[config.mk]
export PLATFORM = sky130hd
export DESIGN_NAME = uart_word_rx_flat
export DESIGN_NICKNAME = d
export VERILOG_FILES = /design/src/rtl/uart_word_rx_if.sv /design/src/rtl/uart_word_rx.sv /design/src/flat_wrapper.sv
export SDC_FILE = /design/constraint.sdc
export NUM_CORES = 1
export LEC_CHECK = 0
export ABC_AREA = 1
export CAP_MARGIN = 40
export CORE_MARGIN = 4
export CORE_UTILIZATION = 63
export CTS_CLUSTER_SIZE = 24
export DETAILED_ROUTE_END_ITERATION = 10
export DONT_BUFFER_PORTS = 1
export PLACE_DENSITY_LB_ADDON = 0.1
export REMOVE_ABC_BUFFERS = 1
export SLEW_MARGIN = 20
export SYNTH_ARGS = -nofsm -noshare
export SYNTH_HDL_FRONTEND = slang
export SYNTH_SLANG_ARGS = --single-unit
[constraint.sdc]
create_clock -name clk -period 1.94 [get_ports clk]
set_clock_uncertainty 0.2 [all_clocks]
set_input_delay 0.582 -clock clk [delete_from_list [all_inputs] [get_ports clk]]
set_output_delay 0.582 -clock clk [all_outputs]
set_load 0.05 [all_outputs]
[src/rtl/uart_word_rx_if.sv]
// Holding-register side of uart_word_rx: received word, valid/ready handshake
// and the one-cycle status pulses.
interface uart_word_rx_if #(
    parameter int DATA_WIDTH = 25
);
    logic [DATA_WIDTH-1:0] data_output;
    logic                  data_valid;
    logic                  data_ready;
    logic                  frame_err;
    logic                  parity_err;
    logic                  overrun;

    // master: the receiver that fills the holding register
    modport master (
        output data_output,
        output data_valid,
        output frame_err,
        output parity_err,
        output overrun,
        input  data_ready
    );

    // slave: the consumer (bus-side command decoder)
    modport slave (
        input  data_output,
        input  data_valid,
        input  frame_err,
        input  parity_err,
        input  overrun,
        output data_ready
    );
endinterface

[src/rtl/uart_word_rx.sv]
// Wide-word UART receiver: start, DATA_WIDTH data bits LSB first, optional even
// parity (compile with UART_RX_PARITY_EN), one stop bit; word held on valid/ready.
module uart_word_rx #(
    parameter int CLOCKS_PER_PULSE = 5208,
    parameter int DATA_WIDTH       = 25
) (
    input  logic           clk,
    input  logic           rstn,
    input  logic           rx,
    uart_word_rx_if.master bus
);

    localparam int CNT_W = $clog2(CLOCKS_PER_PULSE);
    localparam int IDX_W = (DATA_WIDTH > 1) ? $clog2(DATA_WIDTH) : 1;

    localparam logic [CNT_W-1:0] BIT_LAST  = CNT_W'(CLOCKS_PER_PULSE - 1);
    localparam logic [CNT_W-1:0] HALF_LAST = CNT_W'(CLOCKS_PER_PULSE / 2 - 1);
    localparam logic [IDX_W-1:0] IDX_LAST  = IDX_W'(DATA_WIDTH - 1);

    typedef enum logic [2:0] {
        S_IDLE,
        S_START,
        S_DATA,
`ifdef UART_RX_PARITY_EN
        S_PARITY,
`endif
        S_STOP,
        S_WAIT_HIGH
    } state_t;

    state_t state, state_next;

    logic                  rx_meta;
    logic                  rx_s;
    logic [CNT_W-1:0]      cnt;
    logic [IDX_W-1:0]      idx;
    logic [DATA_WIDTH-1:0] shift;
    logic [DATA_WIDTH-1:0] shift_in;

    logic cnt_clear;
    logic shift_en;
    logic deliver;
    logic frame_fail;
    logic load;

    logic [DATA_WIDTH-1:0] data_q;
    logic                  valid_q;
    logic                  frame_err_q;
    logic                  overrun_q;

`ifdef UART_RX_PARITY_EN
    logic par_en;
    logic par_bad;
    logic parity_fail;
    logic parity_err_q;
`endif

    // NOTE: both synchronizer flops reset to 1 (line idle), so leaving reset
    // can never be mistaken for the falling edge of a start bit.
    always_ff @(posedge clk or negedge rstn) begin
        if (!rstn) begin
            rx_meta <= 1'b1;
            rx_s    <= 1'b1;
        end else begin
            rx_meta <= rx;
            rx_s    <= rx_meta;
        end
    end

    always_ff @(posedge clk or negedge rstn) begin
        if (!rstn) begin
            state <= S_IDLE;
        end else begin
            state <= state_next;
        end
    end

    // NOTE: every output of this block gets a default before the case, so no
    // path leaves a signal unassigned and no latch is inferred.
    always_comb begin
        state_next = state;
        cnt_clear  = 1'b0;
        shift_en   = 1'b0;
        deliver    = 1'b0;
        frame_fail = 1'b0;
`ifdef UART_RX_PARITY_EN
        par_en      = 1'b0;
        parity_fail = 1'b0;
`endif
        case (state)
            S_IDLE: begin
                if (!rx_s) begin
                    state_next = S_START;
                    cnt_clear  = 1'b1;
                end
            end
            // Half a bit in: a line that is high again was only a glitch.
            S_START: begin
                if (cnt == HALF_LAST) begin
                    cnt_clear  = 1'b1;
                    state_next = rx_s ? S_IDLE : S_DATA;
                end
            end
            S_DATA: begin
                if (cnt == BIT_LAST) begin
                    cnt_clear = 1'b1;
                    shift_en  = 1'b1;
                    if (idx == IDX_LAST) begin
`ifdef UART_RX_PARITY_EN
                        state_next = S_PARITY;
`else
                        state_next = S_STOP;
`endif
                    end
                end
            end
`ifdef UART_RX_PARITY_EN
            S_PARITY: begin
                if (cnt == BIT_LAST) begin
                    cnt_clear  = 1'b1;
                    par_en     = 1'b1;
                    state_next = S_STOP;
                end
            end
`endif
            // A low stop bit outranks a parity mismatch for the same frame.
            S_STOP: begin
                if (cnt == BIT_LAST) begin
                    cnt_clear = 1'b1;
                    if (!rx_s) begin
                        frame_fail = 1'b1;
                        state_next = S_WAIT_HIGH;
                    end
`ifdef UART_RX_PARITY_EN
                    else if (par_bad) begin
                        parity_fail = 1'b1;
                        state_next  = S_IDLE;
                    end
`endif
                    else begin
                        deliver    = 1'b1;
                        state_next = S_IDLE;
                    end
                end
            end
            // Hold off until the line idles so a break is not read as new starts.
            S_WAIT_HIGH: begin
                if (rx_s) begin
                    state_next = S_IDLE;
                end
            end
            default: begin
                state_next = S_IDLE;
            end
        endcase
    end

    generate
        if (DATA_WIDTH == 1) begin : g_shift_one
            assign shift_in = rx_s;
        end else begin : g_shift_wide
            assign shift_in = {rx_s, shift[DATA_WIDTH-1:1]};
        end
    endgenerate

    always_ff @(posedge clk or negedge rstn) begin
        if (!rstn) begin
            cnt   <= '0;
            idx   <= '0;
            shift <= '0;
        end else begin
            cnt <= cnt_clear ? '0 : cnt + 1'b1;
            if (state != S_DATA) begin
                idx <= '0;
            end else if (shift_en) begin
                idx <= idx + 1'b1;
            end
            if (shift_en) begin
                shift <= shift_in;
            end
        end
    end

`ifdef UART_RX_PARITY_EN
    // Even parity: the received bit must equal the XOR of the data bits.
    always_ff @(posedge clk or negedge rstn) begin
        if (!rstn) begin
            par_bad      <= 1'b0;
            parity_err_q <= 1'b0;
        end else begin
            if (par_en) begin
                par_bad <= rx_s ^ (^shift);
            end
            parity_err_q <= parity_fail;
        end
    end
    assign bus.parity_err = parity_err_q;
`else
    assign bus.parity_err = 1'b0;
`endif

    // A new word may replace the held one only if it is being accepted now.
    assign load = deliver && (!valid_q || bus.data_ready);

    always_ff @(posedge clk or negedge rstn) begin
        if (!rstn) begin
            data_q      <= '0;
            valid_q     <= 1'b0;
            frame_err_q <= 1'b0;
            overrun_q   <= 1'b0;
        end else begin
            frame_err_q <= frame_fail;
            overrun_q   <= deliver && !load;
            if (load) begin
                data_q  <= shift;
                valid_q <= 1'b1;
            end else if (valid_q && bus.data_ready) begin
                valid_q <= 1'b0;
            end
        end
    end

    assign bus.data_output = data_q;
    assign bus.data_valid  = valid_q;
    assign bus.frame_err   = frame_err_q;
    assign bus.overrun     = overrun_q;

endmodule

[src/flat_wrapper.sv]
// flat-port wrapper written by rule: the top's interface ports become plain ports
module uart_word_rx_flat 
#(
    parameter int CLOCKS_PER_PULSE = 5208,
    parameter int DATA_WIDTH       = 25
)
  (clk, rstn, rx, bus_data_output, bus_data_valid, bus_frame_err, bus_parity_err, bus_overrun, bus_data_ready);
  uart_word_rx_if #(.DATA_WIDTH(DATA_WIDTH)) bus_i ();
  input  logic clk;
  input  logic rstn;
  input  logic rx;
  output wire logic [$bits(bus_i.data_output)-1:0] bus_data_output;
  output wire logic [$bits(bus_i.data_valid)-1:0] bus_data_valid;
  output wire logic [$bits(bus_i.frame_err)-1:0] bus_frame_err;
  output wire logic [$bits(bus_i.parity_err)-1:0] bus_parity_err;
  output wire logic [$bits(bus_i.overrun)-1:0] bus_overrun;
  input wire logic [$bits(bus_i.data_ready)-1:0] bus_data_ready;
  assign bus_data_output = bus_i.data_output;
  assign bus_data_valid = bus_i.data_valid;
  assign bus_frame_err = bus_i.frame_err;
  assign bus_parity_err = bus_i.parity_err;
  assign bus_overrun = bus_i.overrun;
  assign bus_i.data_ready = bus_data_ready;
  uart_word_rx #(.CLOCKS_PER_PULSE(CLOCKS_PER_PULSE), .DATA_WIDTH(DATA_WIDTH)) u_core (.clk(clk), .rstn(rstn), .rx(rx), .bus(bus_i));
endmodule
==> flow_summary.json <==
{
  "synth_top_family_by_area": "simple AND/OR/NAND/NOR gates",
  "period_share": 0.9546,
  "peakVddDrop_mv": 0.5957,
  "drt_iter0_drc": 134,
  "worst_setup_path_start_kind": "flop",
  "switchingPower_w": 0.0005918,
  "syn_avg_cell_area_um2": 8.731,
  "htree_num_levels": 3,
  "layout.nets": 422,
  "synth_top_cell_by_area": "dfrtp_1",
  "final.min_clock_period_ns": 1.852,
  "worstPathArrival_ns": 1.88,
  "grt_overflow": 0,
  "grt_max_degree": 77,
  "tns_ns": 0,
  "cts_buffer_depth": 2,
  "drive_above_1_share": 0.1310,
  "synth.area.top_cells": "dfrtp_1 52%, nand2_1 11%, nor2_1 8.8%, nand4_1 5.4%, nor3_1 2.7%",
  "post-dp-hpwl_um": 4252,
  "p_comb_frac": 0.003,
  "yosys_warnings": 0,
  "initial_utilization": 0.6501,
  "fillCellCount": 405,
  "crit_path_cell_trace": "ha_2 > nand2_2 > nor2_2 > nand3_2 > nor2_4 > buf_12 > buf_12 > nand3_1 > nand2_1 > nor2_1",
  "ant_nets": 0,
  "synth_fa_ha_area_frac": 0.01049,
  "yosysSeqAreaShare": 0.5320,
  "switching_share": 0.2010,
  "status": "finished, violations left",
  "synth_top_area_share": 0.5173,
  "synthSimpleGateAreaFrac": 0.3429,
  "antenna_found_initial": 0,
  "wl_per_cell_um": 13.97,
  "netlist_area_mm2": 0.003580,
  "first_pass_iters": 4,
  "ys_types": 30,
  "fin_cells": 492,
  "cts_tree": "built",
  "hp-class": "input port to async pin",
  "slew_violations": 0,
  "post-place-cells": 473,
  "finalHoldViolations": 76,
  "multi_input_area_mm2": 0.001438,
  "dieHeight_um": 83.38,
  "seqCellArea_mm2": 0.001904,
  "path_max_fanout": 28,
  "critPathMaxStageDelay_ns": 0.37,
  "rows": 27,
  "p_seq_frac": 0.539,
  "grt_pass1_wl_um": 11410,
  "n_antenna_cell": 0,
  "synth_compound_gate_area_share": 0.01049,
  "maxCapViolations": 0,
  "cp_common_cell": "buf_12",
  "hold_slack_ns": -0.2829,
  "clk_pin_slew_ns": 0.08,
  "end_kind": "flop",
  "critPathKind": "flop to flop",
  "cts_root_buf": "clkbuf_8",
  "drc": 0,
  "viasPerCell": 5.486,
  "via_count": 2699,
  "insertion_delay_ns": 0.35,
  "clock-sinks": 76,
  "wirelength_um": 6871,
  "setup_viol": 0,
  "dieArea_mm2": 0.006952,
  "coreArea_mm2": 0.005507,
  "cts_buffers": 9,
  "netlist_instances": 410,
  "fmax_mhz": 540.0,
  "gr-usage-all-layers": 0.2013,
  "p_int_w": 0.002352,
  "synthToLayoutAreaGrowth_pct": 8.598,
  "pwr-share-clk": 0.458,
  "leakage_nw": 1.902,
  "ys_ff_latch": 76,
  "gp_congestion": 0.8042,
  "synth_xor_area_frac": 0.02202,
  "die_w_um": 83.38,
  "synthMuxAreaShare": 0,
  "violations": "hold timing",
  "worstPathRequired_ns": 1.97,
  "grt_pass1_vias": 2506,
  "power.density_mw_per_mm2": 757.3,
  "ios": 33,
  "slowest_stage": "dfrtp_1",
  "io_buffer_count": 0
}
[power groups by stage]
stage | Combinational, W | Clock (W) | Sequential, W
after global routing | 0.00000900 | 0.00145 | 0.00159
after floorplan | 0.00000738 | 0 | 0.00162
final | 0.00000797 | 0.00135 | 0.00159
after detailed placement | 0.00000781 | 0 | 0.00162
after global placement | 0.00000783 | 0 | 0.00162
after CTS | 0.00000785 | 0.00138 | 0.00159
[layer usage]
layer  part of all wire  routed length (um)  vias to the layer above  track usage
li1                   -                   -                     1329            -
met1               0.48                3271                     1305       0.2651
met2               0.47                3223                       54       0.3273
met3              0.036                 250                       11      0.04365
met4              0.018                 125                        0      0.07578
met5                  0                   0                        -            0
[what timing repair did]
| action | 4_1_cts | 5_1_grt |
|---|---|---|
| setup buffers | 0 | 1 |
| endpoints found under the setup margin | 0 | 58 |
| endpoints found under the hold margin | 76 | 76 |
| gates resized for setup | 0 | 6 |
[registers in the layout (all words and copies together), names as in the netlist]
register	flops
u_core.shift	25
u_core.cnt	13
u_core.state	3
u_core.bus.frame_err	1
u_core.bus.overrun	1
u_core.rx_meta	1
u_core.idx	5
u_core.rx_s	1
u_core.bus.data_valid	1
u_core.bus.data_output	25
[final timing paths]
check	slack, ns	endpoint	depth (start not counted)	startpoint
max	0.09	u_core.idx[2]	10	u_core.cnt[0]
min	-0.28	u_core.cnt[5]	0	rstn
max reg2reg	0.09	u_core.idx[2]	10	u_core.cnt[0]
min reg2reg	0.16	u_core.rx_s	0	u_core.rx_meta
max in group asynchronous	1.62	u_core.rx_s	0	rstn
min in group clk	0.03	u_core.rx_meta	0	rx
[cell type report]
| cell class | instances | area share |
|---|---|---|
| tap | 72 | 0.02317 |
| multi-input combinational | 289 | 0.3698 |
| inverter | 28 | 0.02704 |
| clock inverter | 5 | 0.02189 |
| timing repair buffer | 11 | 0.03186 |
| sequential | 76 | 0.4899 |
| clock buffer | 11 | 0.03637 |
[critical path: cells and delay by family, from the launching register on]
| kind | cells | cell delay [ns] |
|---|---|---|
| buffers and inverters | 2 | 0.31 |
| AND/OR/NAND/NOR | 7 | 0.65 |
| flip-flops | 1 | 0.37 |
| adder cells (fa/ha/maj) | 1 | 0.22 |
[synthesized netlist by cell type]
cell / count
nor2_1: 84
inv_1: 23
ha_1: 3
buf_6: 7
nor2_4: 3
buf_1: 1
nand3_2: 3
nor4_1: 1
nand2_1: 101
o31ai_1: 1
xnor2_1: 1
nor2_2: 4
xor2_1: 8
o21ai_0: 3
dfrtp_1: 74
nor3_1: 19
conb_1: 1
nand4_1: 31
buf_8: 1
buf_4: 3
dfstp_2: 2
buf_2: 5
inv_2: 5
buf_12: 2
nand2_2: 3
a21oi_1: 3
nor3b_1: 1
nand3_1: 11
nand3_4: 1
nor3_2: 5
[cells in the final DEF, fill, tap and decap left out]
cell,instances
nand3_1,11
inv_2,5
ha_1,2
buf_6,1
nor2_2,4
clkbuf_1,1
inv_1,23
ha_2,1
nor2_4,3
nand3_4,5
bufinv_16,2
nor3_2,5
nand3_2,1
a21oi_1,3
xnor2_1,1
nand2_1,101
o21ai_0,3
buf_12,3
clkinvlp_4,1
buf_4,7
clkbuf_8,10
nand4_1,31
clkinv_4,2
dfstp_2,2
nand2_2,3
nor3b_1,1
xor2_1,8
nor3_1,19
o31ai_1,1
nor2_1,84
dfrtp_1,74
conb_1,1
nor4_1,1
[through the flow]
step | hold slack (ns) | util | total power, W | cell area [um^2] | worst slack (ns)
finish | -0.2829 | 0.7060 | 0.002944 | 3887 | 0.08799
global route | -0.3038 | 0.7060 | 0.003049 | 3887 | -0.004722
CTS | -0.2955 | 0.6921 | 0.002972 | 3811 | 0.03247
detailed placement | 0.08877 | 0.6510 | 0.001628 | 3585 | 0.04350
global placement | 0.08858 | 0.6510 | 0.001627 | 3585 | 0.1213
floorplan | 0.08641 | - | 0.001627 | 3395 | -0.2435
[cells by family (layout without fill, tap and decap cells)]
kind of cell             Yosys count  in the layout
AO/OA/AOI/OAI                      7              7
XOR/XNOR                           9              9
adder cells (fa/ha/maj)            3              3
buffers and inverters             47             55
flip-flops                        76             76
other                              1              1
AND/OR/NAND/NOR                  267            269
(Power assumes the default switching activity.)
